<file path="src/rtl/joy_scan_controller.sv">
// Serial joystick chain sequencer: load strobe, shift clock, capture,
// optional two-frame agreement filter and publish with a valid strobe.
module joy_scan_controller #(
    parameter int unsigned CLK_DIV    = 16,
    parameter int unsigned IDLE_TICKS = 64,
    parameter int unsigned FILTER     = 1
) (
    input  logic       clk_i,
    input  logic       rst_n_i,
    input  logic       enable_i,
    input  logic       joy_data_i,
    output logic       joy_clk_o,
    output logic       joy_load_o,
    output logic [7:0] joy1_o,
    output logic [7:0] joy2_o,
    output logic       frame_valid_o,
    output logic       busy_o
);

    localparam int unsigned PW = 8;
    localparam int unsigned WW = 16;
    localparam int unsigned FW = 16;

    localparam logic [2:0] S_IDLE   = 3'd0;
    localparam logic [2:0] S_LOAD   = 3'd1;
    localparam logic [2:0] S_SHIFT  = 3'd2;
    localparam logic [2:0] S_COMMIT = 3'd3;
    localparam logic [2:0] S_WAIT   = 3'd4;

    logic [PW-1:0] pre_q;
    logic          tick;

    logic [2:0]    state_q, state_d;
    logic          load_q, load_d;
    logic          jclk_q, jclk_d;
    logic [3:0]    bit_q, bit_d;
    logic          ldcnt_q, ldcnt_d;
    logic [WW-1:0] wait_q, wait_d;
    logic [FW-1:0] raw_q, raw_d;
    logic [FW-1:0] prev_q, prev_d;
    logic [7:0]    joy1_q, joy1_d;
    logic [7:0]    joy2_q, joy2_d;
    logic          valid_q, valid_d;
    logic          busy_q, busy_d;

    assign tick = (pre_q == PW'(CLK_DIV - 1));

    // Free-running prescaler producing the shift tick
    always_ff @(posedge clk_i or negedge rst_n_i) begin
        if (!rst_n_i) begin
            pre_q <= '0;
        end else if (tick) begin
            pre_q <= '0;
        end else begin
            pre_q <= pre_q + PW'(1);
        end
    end

    // Next-state and next-output logic
    always_comb begin
        state_d = state_q;
        load_d  = load_q;
        jclk_d  = jclk_q;
        bit_d   = bit_q;
        ldcnt_d = ldcnt_q;
        wait_d  = wait_q;
        raw_d   = raw_q;
        prev_d  = prev_q;
        joy1_d  = joy1_q;
        joy2_d  = joy2_q;
        valid_d = 1'b0;

        case (state_q)
            S_IDLE: begin
                load_d = 1'b1;
                jclk_d = 1'b0;
                if (tick && enable_i) begin
                    state_d = S_LOAD;
                    load_d  = 1'b0;
                    ldcnt_d = 1'b0;
                end
            end
            S_LOAD: begin
                jclk_d = 1'b0;
                if (tick) begin
                    if (ldcnt_q) begin
                        state_d = S_SHIFT;
                        load_d  = 1'b1;
                        bit_d   = 4'd0;
                    end else begin
                        ldcnt_d = 1'b1;
                    end
                end
            end
            S_SHIFT: begin
                if (tick) begin
                    if (!jclk_q) begin
                        // Sample before the rising edge; first bit lands in the MSB
                        raw_d  = {raw_q[FW-2:0], joy_data_i};
                        jclk_d = 1'b1;
                    end else begin
                        jclk_d = 1'b0;
                        if (bit_q == 4'd15) begin
                            state_d = S_COMMIT;
                        end else begin
                            bit_d = bit_q + 4'd1;
                        end
                    end
                end
            end
            S_COMMIT: begin
                if ((FILTER == 0) || (raw_q == prev_q)) begin
                    joy1_d  = raw_q[15:8];
                    joy2_d  = raw_q[7:0];
                    valid_d = 1'b1;
                end
                prev_d  = raw_q;
                wait_d  = '0;
                state_d = S_WAIT;
            end
            S_WAIT: begin
                if (tick) begin
                    if (wait_q == WW'(IDLE_TICKS - 1)) begin
                        if (enable_i) begin
                            state_d = S_LOAD;
                            load_d  = 1'b0;
                            ldcnt_d = 1'b0;
                        end else begin
                            state_d = S_IDLE;
                        end
                    end else begin
                        wait_d = wait_q + WW'(1);
                    end
                end
            end
            default: begin
                state_d = S_IDLE;
                load_d  = 1'b1;
                jclk_d  = 1'b0;
            end
        endcase

        busy_d = (state_d == S_LOAD) || (state_d == S_SHIFT) || (state_d == S_COMMIT);
    end

    // State and registered outputs
    always_ff @(posedge clk_i or negedge rst_n_i) begin
        if (!rst_n_i) begin
            state_q <= S_IDLE;
            load_q  <= 1'b1;
            jclk_q  <= 1'b0;
            bit_q   <= '0;
            ldcnt_q <= 1'b0;
            wait_q  <= '0;
            raw_q   <= '1;
            prev_q  <= '1;
            joy1_q  <= 8'hFF;
            joy2_q  <= 8'hFF;
            valid_q <= 1'b0;
            busy_q  <= 1'b0;
        end else begin
            state_q <= state_d;
            load_q  <= load_d;
            jclk_q  <= jclk_d;
            bit_q   <= bit_d;
            ldcnt_q <= ldcnt_d;
            wait_q  <= wait_d;
            raw_q   <= raw_d;
            prev_q  <= prev_d;
            joy1_q  <= joy1_d;
            joy2_q  <= joy2_d;
            valid_q <= valid_d;
            busy_q  <= busy_d;
        end
    end

    assign joy_clk_o     = jclk_q;
    assign joy_load_o    = load_q;
    assign joy1_o        = joy1_q;
    assign joy2_o        = joy2_q;
    assign frame_valid_o = valid_q;
    assign busy_o        = busy_q;

endmodule

</file>
<file path="config.mk">
export PLATFORM = sky130hd
export DESIGN_NAME = joy_scan_controller
export DESIGN_NICKNAME = d
export VERILOG_FILES = /design/src/rtl/joy_scan_controller.sv
export SDC_FILE = /design/constraint.sdc
export NUM_CORES = 1
export LEC_CHECK = 0
export ABC_AREA = 1
export ABC_CLOCK_PERIOD_IN_PS = 1500
export CAP_MARGIN = 10
export CORE_MARGIN = 2
export CORE_UTILIZATION = 50
export DETAILED_ROUTE_END_ITERATION = 7
export GPL_TIMING_DRIVEN = 0
export PLACE_DENSITY = 0.71
export SYNTH_ARGS = -nofsm -noshare
export SYNTH_HDL_FRONTEND = slang
export SYNTH_SLANG_ARGS = --single-unit
</file>
<file path="constraint.sdc">
create_clock -name clk_i -period 1.5 [get_ports clk_i]
set_input_delay 0.225 -clock clk_i [delete_from_list [all_inputs] [get_ports clk_i]]
set_output_delay 0.225 -clock clk_i [all_outputs]
set_load 0.05 [all_outputs]
</file>
==> results.cfg <==
[pwr]
p_int_mw = 3.24
ir_worst_vdd_v = 0.000628
combPwrFrac = 0.022
seqPwrFrac = 0.543
powerDensity_nw_per_um2 = 718
power_switching_mw = 0.960
p_clk_frac = 0.435
swShare = 0.229
p_leak_nw = 2.60

[yosys]
synth_mux_area_frac = 0.00263
ys_seq_area_frac = 0.505
synth_compound_area_frac = 0.0756
synth_ff_type = dfstp_2
syn_area_um2 = 4290
avgSynthCellArea_um2 = 8.18
syn_nets = 531
synth_cell_types = 32
synth_seq_cells = 84
synthAdderAreaFrac = 0.00876
yosysMostFrequentCell = nand2_1
synth.largest_area_cell = dfstp_2
synth-edff-count = 0
yosys.area_share.simple = 0.303
synth_common_cells = nand2_1, inv_1, dfstp_2, nor2_1, o21ai_0
netlist_instances = 524
synth_xor_area_frac = 0.0429
async_flop_share = 1.00
synth_top_area_share = 0.300
yosysWarnings = 0
synth_top_family_by_area = simple AND/OR/NAND/NOR gates
synthTopCellsByArea = dfstp_2, dfrtp_1, nand2_1

[global_route]
grt_max_degree = 65
grt_pass1_wl_um = 17300
grt-ovfl-total = 0
antenna_found_initial = 0
grtUsageTotal = 0.244
grt_pass1_vias = 3631

[cells_and_area]
fillers = 600
layout-drive-gt1-share = 0.435
design_area_um2 = 5840
syn_to_final_growth_pct = 36.3
nets = 628
num_antenna_cells = 0
finalNonFillerCells = 731

[job]
cap_violations = 0

[floorplan]
initial_core_util = 0.519
num_io_pins = 24
chipWidth_um = 96.6
rows = 33
die_area_um2 = 9330
coreArea_um2 = 8260
die_h_um = 96.6

[sta]
fmax_ghz = 0.610
hold_violations = 0
grt_setup_unrepaired = true
relSlewSlack = 0.673
finalSetupViolations = 56
finalCritPeriodShare = 1.09
tightest_slew_ps = 492
skew_ps = 13.1
final.min_clock_period_ps = 1640
finalMaxSlewViolations = 0
layout_setup_ws_ps = -139
timing.setup.tns_ps = -3260

[clock_tree]
clock-root-buffer = clkbuf_8
cts_sinks = 84
numCtsBuffers = 9
tritoncts = built
cts_max_level = 3
cts_max_path_buffers = 2
clk-insertion-delay-late_ps = 360
clkTransAtPathRegs_ps = 90

[drt]
wl_um = 11800
drtAntennaViolNets = 0
drc = 0
via_count = 4039
drt-vias-per-instance = 5.53
drt-initial-drc-count = 242
first_pass_iters = 5
routedWlPerCell_um = 16.1

[critical_path]
worstPathArrival_ps = 1900
required_ps = 1760
startpoint_type = flip-flop
crit_type = flip-flop to flip-flop
critPathLaunch = state_q[1]
path_max_fanout = 5
rr_startpoint = state_q[1]
crit_path_end_kind = flip-flop

[placed_design]
dp_hpwl_um = 6490
portBuffers = 23
place_inst = 653
gp_congestion = 0.873
placed_area_um2 = 4690

[outcome]
failed_checks = negative setup slack
outcome = finished with violations

[hold_path]
min_path_type = primary input to asynchronous set/reset pin
-- logic make-up (layout without fill, tap and decap cells) --
kind of cell | Yosys count | after routing
buffers and inverters | 66 | 166
xor gates and xnor gates | 21 | 21
AOI/OAI and AO/OA | 62 | 63
muxes | 1 | 1
DFF | 84 | 84
and+or+nand+nor | 287 | 288
adders and majority gates | 3 | 3
-- power by group through the flow --
stage | Sequential (mW) | Clock, mW | Combinational, mW
finish | 2.28 | 1.82 | 0.0921
global route | 2.28 | 1.93 | 0.105
CTS | 2.28 | 1.84 | 0.0945
detailed placement | 2.32 | 0 | 0.0801
global placement | 2.32 | 0 | 0.0708
floorplan | 2.32 | 0 | 0.0146
-- placed cells by master, fill, tap and decap left out, types with 2 or more instances in the layout --
cell / instances
clkbuf_8: 10
inv_4: 2
nand2_4: 10
nand4_1: 33
nor2_1: 39
nand3_4: 7
dfrtp_2: 4
o21ai_2: 15
nor2_2: 2
o21bai_1: 3
a21oi_1: 3
a21oi_4: 3
o21ai_0: 22
nand2_1: 116
clkbuf_2: 4
clkbuf_16: 2
buf_6: 17
dlygate4sd2_1: 2
nor3_4: 2
inv_2: 10
buf_2: 18
dfrtp_1: 31
nand3_1: 18
dfstp_2: 49
xor2_1: 20
clkdlybuf4s50_1: 2
ha_4: 2
inv_1: 41
nand3_2: 4
nand2_2: 38
nor3_1: 3
buf_4: 48
inv_6: 2
o21ai_1: 16
nor2_4: 13
-- routing by layer --
layer / global-route usage / vias up / share of wire
met5: 0 / - / 0
met4: 0.0880 / 0 / 0.023
met3: 0.0310 / 31 / 0.046
met2: 0.404 / 127 / 0.51
met1: 0.329 / 1975 / 0.42
li1: - / 1906 / -
-- worst max-delay path, cell delays in order, from the launching register on --
cell	delay (ps)
dfrtp_2	450
buf_4	140
nand2_2	70
nor2_4	170
nand4_1	210
buf_4	200
nand3_1	110
nor2_4	60
nand3_2	70
nand2_2	50
-- sequential cells by signal, summed over array words and instances, names as in the netlist --
| signal | flops |
|---|---|
| raw_q | 16 |
| bit_q | 4 |
| joy_clk_o | 1 |
| pre_q | 8 |
| frame_valid_o | 1 |
| joy2_o | 8 |
| joy_load_o | 1 |
| ldcnt_q | 1 |
| state_q | 3 |
| joy1_o | 8 |
| wait_q | 16 |
| prev_q | 16 |
| busy_o | 1 |
-- final timing paths --
kind	to	slack (ps)	depth (start not counted)
max in group asynchronous	prev_q[15]	560	3
hold reg to reg	joy1_o[3]	460	2
setup reg to reg	bit_q[0]	-140	9
hold / removal	wait_q[7]	300	2
setup / recovery	bit_q[0]	-140	9
min in group clk_i	raw_q[0]	410	3
-- repair_timing --
item | CTS | global route
buffers inserted | 41 | 15
hold endpoints to repair | 19 | 0
resized for setup | 161 | 115
endpoints found under the setup margin | 78 | 83
hold buffers | 1 | 0
pin swaps | 25 | 31
cloned | 2 | 4
-- final cells by class --
class | count | area (µm²) | area share
multi-input cells | 376 | 2300 | 0.394
flip-flops and latches | 84 | 2170 | 0.371
repair buffers | 84 | 689 | 0.118
inverters | 53 | 204 | 0.0349
clock buffers | 11 | 163 | 0.0278
well taps | 105 | 131 | 0.0225
plain buffers | 13 | 119 | 0.0203
clock inverters | 5 | 63.8 | 0.0109
-- through the flow --
stage	hold slack [ps]	worst slack [ps]	power [mW]	utilization
floorplan	-70.6	2.16	2.33	-
global placement	446	-2710	2.39	0.565
detailed placement	139	-347	2.40	0.568
CTS	294	-96.0	4.21	0.663
global route	331	-258	4.32	0.708
finish	300	-139	4.19	0.708
(Power assumes the default switching activity.)
